[src/rtl/alu_share_arbiter_if.sv]
// Request, ALU and response bus between the shared-ALU arbiter and its environment.
// slave = arbiter side; master = requesters, external ALU and response consumer.
interface alu_share_arbiter_if #(
    parameter int NREQ = 2,
    parameter int DW   = 32
);
    localparam int IDW = $clog2(NREQ);

    logic [NREQ-1:0]          req_valid;
    logic [NREQ-1:0]          req_ready;
    logic [NREQ-1:0][2:0]     req_op;
    logic [NREQ-1:0][DW-1:0]  req_a;
    logic [NREQ-1:0][DW-1:0]  req_b;
    logic [DW-1:0]            alu_srca;
    logic [DW-1:0]            alu_srcb;
    logic [2:0]               alu_ctrl;
    logic [DW-1:0]            alu_result;
    logic                     alu_zero;
    logic                     rsp_valid;
    logic                     rsp_ready;
    logic [DW-1:0]            rsp_data;
    logic                     rsp_zero;
    logic [IDW-1:0]           rsp_id;
    logic                     rsp_err;

    modport slave (
        input  req_valid, req_op, req_a, req_b, alu_result, alu_zero, rsp_ready,
        output req_ready, alu_srca, alu_srcb, alu_ctrl,
               rsp_valid, rsp_data, rsp_zero, rsp_id, rsp_err
    );

    modport master (
        output req_valid, req_op, req_a, req_b, alu_result, alu_zero, rsp_ready,
        input  req_ready, alu_srca, alu_srcb, alu_ctrl,
               rsp_valid, rsp_data, rsp_zero, rsp_id, rsp_err
    );
endinterface

[src/rtl/alu_share_arbiter.sv]
// Shares one external combinational ALU among NREQ requesters; registers the result
// onto a valid/ready response. ALU_ARB_FIXED_PRIO_EN selects fixed priority over round-robin.
module alu_share_arbiter #(
    parameter int NREQ = 2,
    parameter int DW   = 32
) (
    input logic                 clk,
    input logic                 reset,
    alu_share_arbiter_if.slave  bus
);
    localparam int IDW = $clog2(NREQ);

    typedef enum logic {IDLE, FULL} state_e;

    state_e          state_q, state_d;
    logic [DW-1:0]   rsp_data_q;
    logic            rsp_zero_q;
    logic [IDW-1:0]  rsp_id_q;
    logic            rsp_err_q;

    logic            can_issue;
    logic            gnt_vld;
    logic            grant;
    logic [IDW-1:0]  gnt_id;
    logic [IDW-1:0]  sel;
    logic            illegal;
    int              idx;

`ifndef ALU_ARB_FIXED_PRIO_EN
    logic [IDW-1:0]  rr_ptr_q;
`endif

    // Reset masks issue so nothing is accepted while reset is held.
    always_comb begin
        can_issue = !reset && (state_q == IDLE || bus.rsp_ready);
        gnt_vld   = 1'b0;
        gnt_id    = '0;
        idx       = 0;
        sel       = '0;
        for (int k = 0; k < NREQ; k++) begin
`ifdef ALU_ARB_FIXED_PRIO_EN
            idx = k;
`else
            idx = int'(rr_ptr_q) + k;
            if (idx >= NREQ) idx = idx - NREQ;
`endif
            sel = IDW'(idx);
            if (!gnt_vld && bus.req_valid[sel]) begin
                gnt_vld = 1'b1;
                gnt_id  = sel;
            end
        end
        grant = can_issue && gnt_vld;
    end

    always_comb begin
        bus.req_ready = '0;
        bus.alu_srca  = '0;
        bus.alu_srcb  = '0;
        bus.alu_ctrl  = 3'b000;
        if (grant) begin
            bus.req_ready[gnt_id] = 1'b1;
            bus.alu_srca          = bus.req_a[gnt_id];
            bus.alu_srcb          = bus.req_b[gnt_id];
            bus.alu_ctrl          = bus.req_op[gnt_id];
        end
    end

    assign illegal = bus.alu_ctrl inside {3'b100, 3'b110, 3'b111};

    always_comb begin
        state_d = state_q;
        case (state_q)
            IDLE:    if (grant) state_d = FULL;
            FULL:    if (bus.rsp_ready && !grant) state_d = IDLE;
            default: state_d = IDLE;
        endcase
    end

    always_ff @(posedge clk) begin
        if (reset) begin
            state_q    <= IDLE;
            rsp_data_q <= '0;
            rsp_zero_q <= 1'b0;
            rsp_id_q   <= '0;
            rsp_err_q  <= 1'b0;
`ifndef ALU_ARB_FIXED_PRIO_EN
            rr_ptr_q   <= '0;
`endif
        end else begin
            state_q <= state_d;
            if (grant) begin
                rsp_data_q <= bus.alu_result;
                rsp_zero_q <= bus.alu_zero;
                rsp_id_q   <= gnt_id;
                rsp_err_q  <= illegal;
`ifndef ALU_ARB_FIXED_PRIO_EN
                rr_ptr_q   <= (gnt_id == IDW'(NREQ - 1)) ? '0 : gnt_id + 1'b1;
`endif
            end
        end
    end

    assign bus.rsp_valid = (state_q == FULL);
    assign bus.rsp_data  = rsp_data_q;
    assign bus.rsp_zero  = rsp_zero_q;
    assign bus.rsp_id    = rsp_id_q;
    assign bus.rsp_err   = rsp_err_q;
endmodule

[src/flat_wrapper.sv]
// flat-port wrapper written by rule: the top's interface ports become plain ports
module alu_share_arbiter_flat 
#(
    parameter int NREQ = 2,
    parameter int DW   = 32
)
  (clk, reset, bus_req_valid, bus_req_op, bus_req_a, bus_req_b, bus_alu_result, bus_alu_zero, bus_rsp_ready, bus_req_ready, bus_alu_srca, bus_alu_srcb, bus_alu_ctrl, bus_rsp_valid, bus_rsp_data, bus_rsp_zero, bus_rsp_id, bus_rsp_err);
  alu_share_arbiter_if #(.NREQ(NREQ), .DW(DW)) bus_i ();
  input logic clk;
  input logic reset;
  input wire logic [$bits(bus_i.req_valid)-1:0] bus_req_valid;
  input wire logic [$bits(bus_i.req_op)-1:0] bus_req_op;
  input wire logic [$bits(bus_i.req_a)-1:0] bus_req_a;
  input wire logic [$bits(bus_i.req_b)-1:0] bus_req_b;
  input wire logic [$bits(bus_i.alu_result)-1:0] bus_alu_result;
  input wire logic [$bits(bus_i.alu_zero)-1:0] bus_alu_zero;
  input wire logic [$bits(bus_i.rsp_ready)-1:0] bus_rsp_ready;
  output wire logic [$bits(bus_i.req_ready)-1:0] bus_req_ready;
  output wire logic [$bits(bus_i.alu_srca)-1:0] bus_alu_srca;
  output wire logic [$bits(bus_i.alu_srcb)-1:0] bus_alu_srcb;
  output wire logic [$bits(bus_i.alu_ctrl)-1:0] bus_alu_ctrl;
  output wire logic [$bits(bus_i.rsp_valid)-1:0] bus_rsp_valid;
  output wire logic [$bits(bus_i.rsp_data)-1:0] bus_rsp_data;
  output wire logic [$bits(bus_i.rsp_zero)-1:0] bus_rsp_zero;
  output wire logic [$bits(bus_i.rsp_id)-1:0] bus_rsp_id;
  output wire logic [$bits(bus_i.rsp_err)-1:0] bus_rsp_err;
  assign bus_i.req_valid = bus_req_valid;
  assign bus_i.req_op = bus_req_op;
  assign bus_i.req_a = bus_req_a;
  assign bus_i.req_b = bus_req_b;
  assign bus_i.alu_result = bus_alu_result;
  assign bus_i.alu_zero = bus_alu_zero;
  assign bus_i.rsp_ready = bus_rsp_ready;
  assign bus_req_ready = bus_i.req_ready;
  assign bus_alu_srca = bus_i.alu_srca;
  assign bus_alu_srcb = bus_i.alu_srcb;
  assign bus_alu_ctrl = bus_i.alu_ctrl;
  assign bus_rsp_valid = bus_i.rsp_valid;
  assign bus_rsp_data = bus_i.rsp_data;
  assign bus_rsp_zero = bus_i.rsp_zero;
  assign bus_rsp_id = bus_i.rsp_id;
  assign bus_rsp_err = bus_i.rsp_err;
  alu_share_arbiter #(.NREQ(NREQ), .DW(DW)) u_core (.clk(clk), .reset(reset), .bus(bus_i));
endmodule
[config.mk]
export PLATFORM = sky130hd
export DESIGN_NAME = alu_share_arbiter_flat
export DESIGN_NICKNAME = d
export VERILOG_FILES = /design/src/rtl/alu_share_arbiter_if.sv /design/src/rtl/alu_share_arbiter.sv /design/src/flat_wrapper.sv
export SDC_FILE = /design/constraint.sdc
export NUM_CORES = 1
export LEC_CHECK = 0
export ABC_AREA = 1
export CAP_MARGIN = 20
export CORE_AREA = 2 2 106 108
export CTS_BUF_LIST = sky130_fd_sc_hd__clkbuf_16
export DETAILED_ROUTE_END_ITERATION = 8
export DIE_AREA = 0 0 108 110
export HOLD_SLACK_MARGIN = 0.02
export PLACE_DENSITY = 0.64
export SLEW_MARGIN = 0
export SYNTH_ARGS = -nofsm -noshare
export SYNTH_HDL_FRONTEND = slang
export SYNTH_SLANG_ARGS = --single-unit
export TNS_END_PERCENT = 10
[constraint.sdc]
create_clock -name clk -period 5.5 [get_ports clk]
set_input_delay 1.65 -clock clk [delete_from_list [all_inputs] [get_ports clk]]
set_output_delay 1.65 -clock clk [all_outputs]
set_load 0.02 [all_outputs]
* After elaboration in Yosys (flattened, before gate mapping)
Index checks and enable logic that the tools add are counted.
** Cells by class
- Add/sub/neg operators :: 4
- Magnitude comparators :: 6
- Eq/ne operators :: 3
- Multiplexer cells :: 26
- Bitwise operators :: 1
- Reduce and logical (&&, ||, !) cells :: 10
** Operators with widths (number)
- 32-bit two-way mux :: 6
- 1-bit two-way mux :: 14
- 3-bit == test (second input constant) :: 3
- 3-bit two-way mux :: 3
- 1-bit by 2-bit less-than comparator with 1-bit output (second input constant) :: 3
- 1-bit logical AND :: 5
- 1-bit logical NOT :: 3
- 3-bit nonzero test :: 1
- 1-bit by 1-bit adder with 2-bit output (second input constant) :: 1
- 1-bit by 2-bit >= comparator with 1-bit output (second input constant) :: 1
- 2-bit >= comparator (second input constant) :: 1
- 2-bit two-way mux :: 1
- 1-bit case mux with 2 select lines :: 1
- 1-bit subtractor (second input constant) :: 2
- 1-bit adder (second input constant) :: 1
- 1-bit demux with 1-bit select :: 1
- 1-bit >= comparator (second input constant) :: 1
- 1-bit logical OR :: 1
- 1-bit inverter :: 1
** Storage, ports and cells
- Flip-flop bits (word level) :: 37
- Input port bits :: 172
- Output and inout bits :: 105
- Logic and storage cells :: 56

* Logic depth before layout (Yosys ltp)
Gate-level depths: netlist (run 1).
- Depth after elaboration :: 13
- Depth in mapped cells :: 10

* Least setup slack after synthesis (run 1)
OpenSTA, ideal clock, no wires.
- Kind :: in2out
- Start point :: input port reset
- End point :: output port bus_alu_srcb[10]
- Arrival time :: 2580 ps
- Required time :: 3850 ps
- Setup slack :: 1270 ps
- Cell stages on the path :: 9
- Buffers on the path :: 2
- Cells stage by stage :: inv_2 > o211ai_2 > inv_2 > nand2_2 > inv_2 > buf_6 > buf_8 > nand2_2 > nand2_1
** Between the ends
- Cells in the longest elaborated chain, start to end :: 4
** Ends and longest elaborated chain
- start: declaration :: line flat_wrapper.sv:10 : input logic reset;
- 1-bit logical NOT :: line alu_share_arbiter.sv:35 : can_issue = !reset && (state_q == IDLE || bus.rsp_ready);
- 1-bit logical AND :: line alu_share_arbiter.sv:35
- 1-bit logical AND :: line alu_share_arbiter.sv:53 : grant = can_issue && gnt_vld;
- 32-bit two-way mux :: line alu_share_arbiter.sv:61 : if (grant) begin
- end: declaration :: line flat_wrapper.sv:20 : output wire logic [$bits(bus_i.alu_srcb)-1:0] bus_alu_srcb;
No other way between the ends.

* Final worst setup path (run 1)
- Start point :: input port bus_req_valid[1]
- End point :: output port bus_alu_srcb[29]
** Between the ends
- Cells in the longest elaborated chain, start to end :: 9
** Ends and longest elaborated chain
- start: declaration :: line flat_wrapper.sv:11 : input wire logic [$bits(bus_i.req_valid)-1:0] bus_req_valid;
- 1-bit two-way mux (not written as such) (2 in series) :: line alu_share_arbiter.sv:48 : if (!gnt_vld && bus.req_valid[sel]) begin
- 1-bit two-way mux :: line alu_share_arbiter.sv:48
- 1-bit logical NOT :: line alu_share_arbiter.sv:48
- 1-bit logical AND :: line alu_share_arbiter.sv:48
- 1-bit two-way mux :: line alu_share_arbiter.sv:48
- 32-bit two-way mux (not written as such) (2 in series) :: line alu_share_arbiter.sv:64 : bus.alu_srcb = bus.req_b[gnt_id];
- 32-bit two-way mux * :: line alu_share_arbiter.sv:61
Every way passes the cells marked *; elsewhere a longest branch is shown, timed or not. The select of a mux whose other input is x is not followed.

==> results of run 1 <==
[tightest hold or removal path: stages, from the launching register on]
cell and delay (ps):
sky130_fd_sc_hd__dfxtp_1 300, sky130_fd_sc_hd__nand3_1 70, sky130_fd_sc_hd__nand2_1 50
[registers in the layout, summed over array words and instances (netlist names)]
name,cells
u_core.bus.rsp_data,32
u_core.bus.rsp_zero,1
u_core.bus.rsp_valid,1
u_core.bus.rsp_err,1
u_core.rr_ptr_q,1
u_core.bus.rsp_id,1
[cells in the mapped netlist (2+ instances only)]
cell type and count:
sky130_fd_sc_hd__dfxtp_1 37, sky130_fd_sc_hd__nor2_1 3, sky130_fd_sc_hd__nand2_1 259, sky130_fd_sc_hd__clkbuf_1 6, sky130_fd_sc_hd__inv_2 3, sky130_fd_sc_hd__nand3_1 38, sky130_fd_sc_hd__buf_2 9, sky130_fd_sc_hd__buf_6 5
sky130_fd_sc_hd__buf_1 2, sky130_fd_sc_hd__inv_1 3, sky130_fd_sc_hd__a21oi_1 4, sky130_fd_sc_hd__nand2_2 12
[layer usage]
layer  up-vias  track usage  wire length (um)
li1       1709            -                 -
met1      1468        0.199              4360
met2       178        0.316              5500
met3        14       0.0847              1440
met4         2       0.0485               170
met5         -            0                13
[final cells by class]
type                       instances  area, um^2
timing repair buffer             285        2870
clock inverter                     3        15.0
clock buffer                       5         125
inverter                           6        22.5
fill                            1064        5450
antenna                            1        2.50
multi-input combinational        318        1300
sequential                        37         741
tap                              140         175
[worst paths after layout]
path	slack, ps	to	cells after the start
hold / removal	470	u_core.bus.rsp_err	2
setup / recovery	180	bus_alu_srcb[29]	9
setup reg to reg	4200	u_core.rr_ptr_q	6
hold reg to reg	470	u_core.bus.rsp_err	2
[per-stage QoR]
step	cell area, um^2	instances	utilization	setup WS, ps
6_report	5250	795	0.490	180
3_5_place_dp	5100	786	0.477	184
3_3_place_gp	5100	786	0.477	233
5_1_grt	5250	795	0.490	63.5
2_1_floorplan	2210	385	-	1270
4_1_cts	5240	794	0.490	178
[cell families after synthesis]
group,Yosys count,share of synthesized area
AOI/OAI and AO/OA,6,0.0187
buffers and inverters,30,0.0799
DFF,37,0.336
and+or+nand+nor,312,0.566
[power by group through the flow]
| stage | Sequential [mW] | Combinational [mW] | Clock (mW) |
|---|---|---|---|
| after floorplan | 0.338 | 0.135 | 0 |
| after global placement | 0.309 | 0.425 | 0 |
| after detailed placement | 0.310 | 0.427 | 0 |
| after CTS | 0.305 | 0.429 | 0.276 |
| after global routing | 0.308 | 0.454 | 0.289 |
| final | 0.305 | 0.424 | 0.266 |
==> run_summary.xml, run 1 <==
<?xml version="1.0" encoding="UTF-8"?>
<metrics>
  <group name="status">
    <metric name="outcome" unit="">finished, final reports clean</metric>
  </group>
  <group name="die">
    <metric name="design.die.area" unit="um^2">11900</metric>
    <metric name="core.rowCount" unit="">38</metric>
    <metric name="boundaryPins" unit="">277</metric>
    <metric name="core_area" unit="um^2">10700</metric>
    <metric name="chipWidth" unit="um">108</metric>
    <metric name="die-height" unit="um">110</metric>
    <metric name="initial_core_util" unit="">0.206</metric>
  </group>
  <group name="clocking">
    <metric name="holdBufCountCts" unit="">0</metric>
    <metric name="post_cts.resized_instances" unit="">0</metric>
    <metric name="cts_sinks" unit="">37</metric>
    <metric name="tritoncts_clock_tree" unit="">built</metric>
    <metric name="htree_levels" unit="">2</metric>
    <metric name="cts_post_setup_buffers_inserted" unit="">0</metric>
    <metric name="worst_skew_pair_later_pin_latency" unit="ps">270</metric>
    <metric name="ctsLongestPathBuffers" unit="">2</metric>
    <metric name="clock_buffers_created_by_tritoncts" unit="">5</metric>
    <metric name="clkSlewWorstSetupHoldPaths" unit="ps">50</metric>
    <metric name="clk_root_buffer_cell" unit="">sky130_fd_sc_hd__clkbuf_16</metric>
  </group>
  <group name="setup_path">
    <metric name="crit_chain" unit="">clkdlybuf4s50_1 &gt; o211ai_2 &gt; inv_2 &gt; nand2_2 &gt; inv_2 &gt; buf_4 &gt; nand2_1 &gt; nand2_1 &gt; clkdlybuf4s50_1</metric>
    <metric name="critPathLaunchType" unit="">primary input</metric>
    <metric name="crit_type" unit="">primary input to primary output</metric>
    <metric name="critPathMaxStageDelay" unit="ps">620</metric>
    <metric name="reg2reg_launch_point" unit="">u_core.bus.rsp_valid</metric>
    <metric name="path_max_fanout" unit="">22</metric>
    <metric name="critical_path_buf_inv_count" unit="">5</metric>
    <metric name="endpoint_kind" unit="">primary output</metric>
    <metric name="crit_required" unit="ps">3850</metric>
    <metric name="critical_path.top_delay_family" unit="">buffers and inverters</metric>
    <metric name="crit_arrival" unit="ps">3670</metric>
    <metric name="cp_slowest_cell" unit="">sky130_fd_sc_hd__clkdlybuf4s50_1</metric>
    <metric name="crit_start" unit="">bus_req_valid[1]</metric>
  </group>
  <group name="power_and_ir_drop">
    <metric name="overall_power_after_layout" unit="mW">0.995</metric>
    <metric name="power.sequential.fraction" unit="">0.306</metric>
    <metric name="vdd_drop_max" unit="V">0.000212</metric>
    <metric name="power.share.combinational" unit="">0.426</metric>
    <metric name="power_report.internal_total" unit="mW">0.692</metric>
    <metric name="power.share.clock" unit="">0.268</metric>
    <metric name="power_switching" unit="mW">0.303</metric>
    <metric name="power_density" unit="nW/um^2">190</metric>
    <metric name="power.leakage" unit="nW">2.39</metric>
    <metric name="switching_share_of_power" unit="">0.305</metric>
  </group>
  <group name="timing">
    <metric name="timing.final.crit_share" unit="">0.967</metric>
    <metric name="fin_skew" unit="ps">3.69</metric>
    <metric name="slew-limit-headroom" unit="">0.742</metric>
    <metric name="fmax" unit="GHz">0.188</metric>
    <metric name="fin_worst_hold_slack" unit="ps">465</metric>
    <metric name="number_of_setup_violations_in_the_final_report" unit="">0</metric>
    <metric name="finalHoldViolations" unit="">0</metric>
    <metric name="maxSlewViolCount" unit="">0</metric>
    <metric name="total_negative_slack" unit="ps">0</metric>
    <metric name="unrepaired_setup_endpoints_after_global_routing" unit="">false</metric>
    <metric name="worstMarginPinSlew" unit="ps">388</metric>
    <metric name="fin_crit" unit="ps">5320</metric>
  </group>
  <group name="flow_run">
    <metric name="maxCapViolCount" unit="">0</metric>
  </group>
  <group name="cells_and_area">
    <metric name="synthToLayoutAreaGrowth" unit="%">138</metric>
    <metric name="layout.nets" unit="">825</metric>
    <metric name="layout_cell_share_with_drive_strength_beyond_1" unit="">0.0581</metric>
    <metric name="layout_commonest_cell" unit="">sky130_fd_sc_hd__clkdlybuf4s50_1</metric>
    <metric name="most-common-layout-cells" unit="">sky130_fd_sc_hd__clkdlybuf4s50_1, sky130_fd_sc_hd__nand2_1, sky130_fd_sc_hd__nand3_1, sky130_fd_sc_hd__dfxtp_1, sky130_fd_sc_hd__nand2_2</metric>
  </group>
  <group name="logic_synthesis">
    <metric name="yosysSeqAreaShare" unit="">0.336</metric>
    <metric name="synth-async-reset-ratio" unit="">0</metric>
    <metric name="synthDominantCellAreaShare" unit="">0.440</metric>
    <metric name="syn-instance-count" unit="">385</metric>
    <metric name="postSynthNetCount" unit="">557</metric>
    <metric name="post_synth_main_area_contributors" unit="">sky130_fd_sc_hd__nand2_1, sky130_fd_sc_hd__dfxtp_1, sky130_fd_sc_hd__nand3_1</metric>
    <metric name="post_synth_num_cell_types" unit="">16</metric>
    <metric name="synth_area" unit="um^2">2210</metric>
    <metric name="ys_ff_latch" unit="">37</metric>
    <metric name="yosys.area.top_type" unit="">sky130_fd_sc_hd__nand2_1</metric>
    <metric name="ys.flop_type" unit="">sky130_fd_sc_hd__dfxtp_1</metric>
    <metric name="synthesis.area_per_instance" unit="um^2">5.73</metric>
    <metric name="count_of_flip_flops_with_a_built_in_enable_after_synthesis" unit="">0</metric>
    <metric name="ys.warnings.count" unit="">0</metric>
  </group>
  <group name="placement">
    <metric name="port-buffer-count" unit="">276</metric>
    <metric name="place.detailed.hpwl" unit="um">9400</metric>
    <metric name="gp_congestion" unit="">0.912</metric>
  </group>
  <group name="route">
    <metric name="drt_iter0_drc" unit="">265</metric>
    <metric name="pre_antenna_drt_iters" unit="">4</metric>
    <metric name="via_per_inst" unit="">4.24</metric>
    <metric name="totalWireLength" unit="um">11500</metric>
    <metric name="drcViolationCount" unit="">0</metric>
    <metric name="total_number_of_vias" unit="">3371</metric>
    <metric name="drt.antenna.violating_nets" unit="">0</metric>
    <metric name="detail_route.wl_per_cell" unit="um">14.4</metric>
  </group>
  <group name="grt">
    <metric name="grt_usage" unit="">0.181</metric>
    <metric name="first_global_vias" unit="">3192</metric>
    <metric name="grt_remaining_overflow" unit="">0</metric>
    <metric name="pin_count_of_the_biggest_net_entering_global_routing" unit="">44</metric>
    <metric name="grt_pass1_wl" unit="um">16800</metric>
    <metric name="grt_antenna_before_repair" unit="">2</metric>
  </group>
  <group name="min_path">
    <metric name="classification_of_the_worst_slack_hold_path" unit="">flop to flop</metric>
    <metric name="hp-start" unit="">u_core.bus.rsp_err</metric>
  </group>
</metrics>
(Power assumes the default switching activity.)
==> run 2: changes to the inputs <==
--- a/config.mk
+++ b/config.mk
@@ -11,8 +11,9 @@
 export CTS_BUF_LIST = sky130_fd_sc_hd__clkbuf_16
 export DETAILED_ROUTE_END_ITERATION = 8
 export DIE_AREA = 0 0 108 110
+export GPL_ROUTABILITY_DRIVEN = 0
 export HOLD_SLACK_MARGIN = 0.02
-export PLACE_DENSITY = 0.64
+export PLACE_DENSITY = 0.72
 export SLEW_MARGIN = 0
 export SYNTH_ARGS = -nofsm -noshare
 export SYNTH_HDL_FRONTEND = slang
==> run 2 against run 1 <==
Via count is 1.0% higher. Die area stayed put. First-iteration DRC count is 28% lower. Combinational power hardly changed. Critical endpoint is now bus_alu_srcb[23]. Largest cell class unchanged. Largest power group unchanged.
==> run_summary.xml, run 2 (synthesis results as in run 1) <==
<?xml version="1.0" encoding="UTF-8"?>
<metrics>
  <group name="timing">
    <metric name="maxSlewViolCount" unit="">0</metric>
    <metric name="total_negative_slack" unit="ps">0</metric>
    <metric name="finalHoldViolations" unit="">0</metric>
    <metric name="fin_worst_hold_slack" unit="ps">463</metric>
    <metric name="unrepaired_setup_endpoints_after_global_routing" unit="">false</metric>
    <metric name="fmax" unit="GHz">0.188</metric>
    <metric name="fin_crit" unit="ps">5310</metric>
    <metric name="slew-limit-headroom" unit="">0.738</metric>
    <metric name="fin_skew" unit="ps">8.01</metric>
    <metric name="timing.final.crit_share" unit="">0.966</metric>
    <metric name="number_of_setup_violations_in_the_final_report" unit="">0</metric>
    <metric name="timing.final.ws_setup" unit="ps">187</metric>
    <metric name="worstMarginPinSlew" unit="ps">393</metric>
  </group>
  <group name="power_and_ir_drop">
    <metric name="power.share.clock" unit="">0.267</metric>
    <metric name="power.leakage" unit="nW">2.39</metric>
    <metric name="power_density" unit="nW/um^2">190</metric>
    <metric name="overall_power_after_layout" unit="mW">0.997</metric>
    <metric name="power_report.internal_total" unit="mW">0.692</metric>
    <metric name="power.share.combinational" unit="">0.428</metric>
    <metric name="vdd_drop_max" unit="V">0.000203</metric>
    <metric name="power.sequential.fraction" unit="">0.306</metric>
    <metric name="switching_share_of_power" unit="">0.306</metric>
    <metric name="power_switching" unit="mW">0.305</metric>
  </group>
  <group name="setup_path">
    <metric name="path_max_fanout" unit="">36</metric>
    <metric name="worst_path_most_repeated_cell" unit="">sky130_fd_sc_hd__nand2_1</metric>
    <metric name="crit_chain" unit="">clkdlybuf4s50_1 &gt; nand2_1 &gt; nand2_2 &gt; nand2_2 &gt; inv_2 &gt; buf_12 &gt; nand2_1 &gt; nand2_1 &gt; clkdlybuf4s50_1</metric>
    <metric name="endpoint_kind" unit="">primary output</metric>
    <metric name="critical_path_buf_inv_count" unit="">4</metric>
    <metric name="crit_type" unit="">primary input to primary output</metric>
    <metric name="crit_required" unit="ps">3850</metric>
    <metric name="cp_slowest_cell" unit="">sky130_fd_sc_hd__clkdlybuf4s50_1</metric>
    <metric name="critPathMaxStageDelay" unit="ps">620</metric>
    <metric name="critPathLaunchType" unit="">primary input</metric>
    <metric name="crit_arrival" unit="ps">3660</metric>
    <metric name="critical_path.top_delay_family" unit="">buffers and inverters</metric>
  </group>
  <group name="cells_and_area">
    <metric name="layoutNonFillerInstCount" unit="">795</metric>
    <metric name="largest_reg_flops" unit="">32</metric>
    <metric name="most-common-layout-cells" unit="">sky130_fd_sc_hd__clkdlybuf4s50_1, sky130_fd_sc_hd__nand2_1, sky130_fd_sc_hd__nand3_1, sky130_fd_sc_hd__dfxtp_1, sky130_fd_sc_hd__nand2_2</metric>
    <metric name="layout_commonest_cell" unit="">sky130_fd_sc_hd__clkdlybuf4s50_1</metric>
    <metric name="synthToLayoutAreaGrowth" unit="%">138</metric>
    <metric name="layout_cell_share_with_drive_strength_beyond_1" unit="">0.0597</metric>
    <metric name="layout.nets" unit="">825</metric>
  </group>
  <group name="grt">
    <metric name="grt_pass1_wl" unit="um">16700</metric>
    <metric name="grt_usage" unit="">0.180</metric>
    <metric name="pin_count_of_the_biggest_net_entering_global_routing" unit="">41</metric>
    <metric name="first_global_vias" unit="">3329</metric>
    <metric name="grt_antenna_before_repair" unit="">1</metric>
    <metric name="grt_remaining_overflow" unit="">0</metric>
  </group>
  <group name="die">
    <metric name="design.die.area" unit="um^2">11900</metric>
    <metric name="die-height" unit="um">110</metric>
    <metric name="chipWidth" unit="um">108</metric>
    <metric name="core_area" unit="um^2">10700</metric>
    <metric name="boundaryPins" unit="">277</metric>
    <metric name="core.rowCount" unit="">38</metric>
    <metric name="initial_core_util" unit="">0.206</metric>
  </group>
  <group name="placement">
    <metric name="pre_cts_slack" unit="ps">146</metric>
    <metric name="placed_instances" unit="">786</metric>
    <metric name="port-buffer-count" unit="">276</metric>
    <metric name="place.detailed.hpwl" unit="um">9550</metric>
  </group>
  <group name="route">
    <metric name="totalWireLength" unit="um">11400</metric>
    <metric name="drcViolationCount" unit="">0</metric>
    <metric name="total_number_of_vias" unit="">3405</metric>
    <metric name="detail_route.wl_per_cell" unit="um">14.3</metric>
    <metric name="drt_iter0_drc" unit="">190</metric>
    <metric name="drt.antenna.violating_nets" unit="">0</metric>
    <metric name="pre_antenna_drt_iters" unit="">4</metric>
    <metric name="via_per_inst" unit="">4.28</metric>
  </group>
  <group name="clocking">
    <metric name="clkSlewWorstSetupHoldPaths" unit="ps">50</metric>
    <metric name="tritoncts_clock_tree" unit="">built</metric>
    <metric name="clock_buffers_created_by_tritoncts" unit="">5</metric>
    <metric name="cts_post_setup_buffers_inserted" unit="">0</metric>
    <metric name="ctsLongestPathBuffers" unit="">2</metric>
    <metric name="clk_root_buffer_cell" unit="">sky130_fd_sc_hd__clkbuf_16</metric>
    <metric name="htree_levels" unit="">2</metric>
    <metric name="cts_sinks" unit="">37</metric>
    <metric name="worst_skew_pair_later_pin_latency" unit="ps">280</metric>
  </group>
  <group name="status">
    <metric name="outcome" unit="">finished, final reports clean</metric>
  </group>
  <group name="flow_run">
    <metric name="maxCapViolCount" unit="">0</metric>
  </group>
  <group name="min_path">
    <metric name="classification_of_the_worst_slack_hold_path" unit="">flop to flop</metric>
  </group>
</metrics>
-- run 2: cell types whose count changed in the layout (fill, tap and decap cells not counted) --
cell                              delta
sky130_fd_sc_hd__buf_6               +1
sky130_fd_sc_hd__inv_1               -2
sky130_fd_sc_hd__clkdlybuf4s50_1     -1
sky130_fd_sc_hd__clkinv_1            +1
sky130_fd_sc_hd__buf_4               -1
sky130_fd_sc_hd__buf_12              +1
sky130_fd_sc_hd__diode_2             +1
-- run 2: worst register-to-register path: stages (launching register included) --
cell	delay (ps)
sky130_fd_sc_hd__dfxtp_1	330
sky130_fd_sc_hd__nand2_1	100
sky130_fd_sc_hd__o211ai_2	90
sky130_fd_sc_hd__buf_4	400
sky130_fd_sc_hd__a21oi_1	120
sky130_fd_sc_hd__nand2_1	90
sky130_fd_sc_hd__nand2_1	40
-- run 2: per-layer routing --
layer,vias up,GRT usage,routed length [um]
met3,28,0.0682,1200
met2,178,0.329,5580
li1,1712,-,-
met4,0,0.0962,493
met1,1487,0.177,4110
met5,-,0,0
-- run 2: per-stage QoR --
step | cell area, um^2 | util
2_1_floorplan | 2210 | -
3_3_place_gp | 5110 | 0.478
3_5_place_dp | 5110 | 0.478
4_1_cts | 5250 | 0.491
5_1_grt | 5260 | 0.491
6_report | 5260 | 0.492
-- run 2: final timing paths --
kind | start | end | slack, ps | depth (start not counted)
max | bus_req_valid[0] | bus_alu_srcb[23] | 190 | 9
min | u_core.bus.rsp_data[21] | u_core.bus.rsp_data[21] | 460 | 2
min reg2reg | u_core.bus.rsp_data[21] | u_core.bus.rsp_data[21] | 460 | 2
max reg2reg | u_core.bus.rsp_valid | u_core.bus.rsp_err | 4230 | 6
-- run 2: cell type report --
type,count,area [um^2]
Fill cell,1030,5440
Timing Repair Buffer,285,2880
Multi-Input combinational cell,318,1300
Sequential cell,37,741
Tap cell,140,175
Clock buffer,5,125
Inverter,6,22.5
Clock inverter,2,11.3
Antenna cell,2,5.00
-- run 2: power by group through the flow --
stage          sequential, mW  clock [mW]  combinational, mW
3_3_place_gp            0.309           0              0.425
6_report                0.305       0.266              0.427
2_1_floorplan           0.338           0              0.135
4_1_cts                 0.305       0.271              0.430
5_1_grt                 0.308       0.284              0.457
3_5_place_dp            0.310           0              0.429
-- run 2: repair_timing --
action | in CTS | in global routing
hold buffers | 0 | 0
endpoints found under the setup margin | 0 | 1
gates resized for setup | 0 | 1
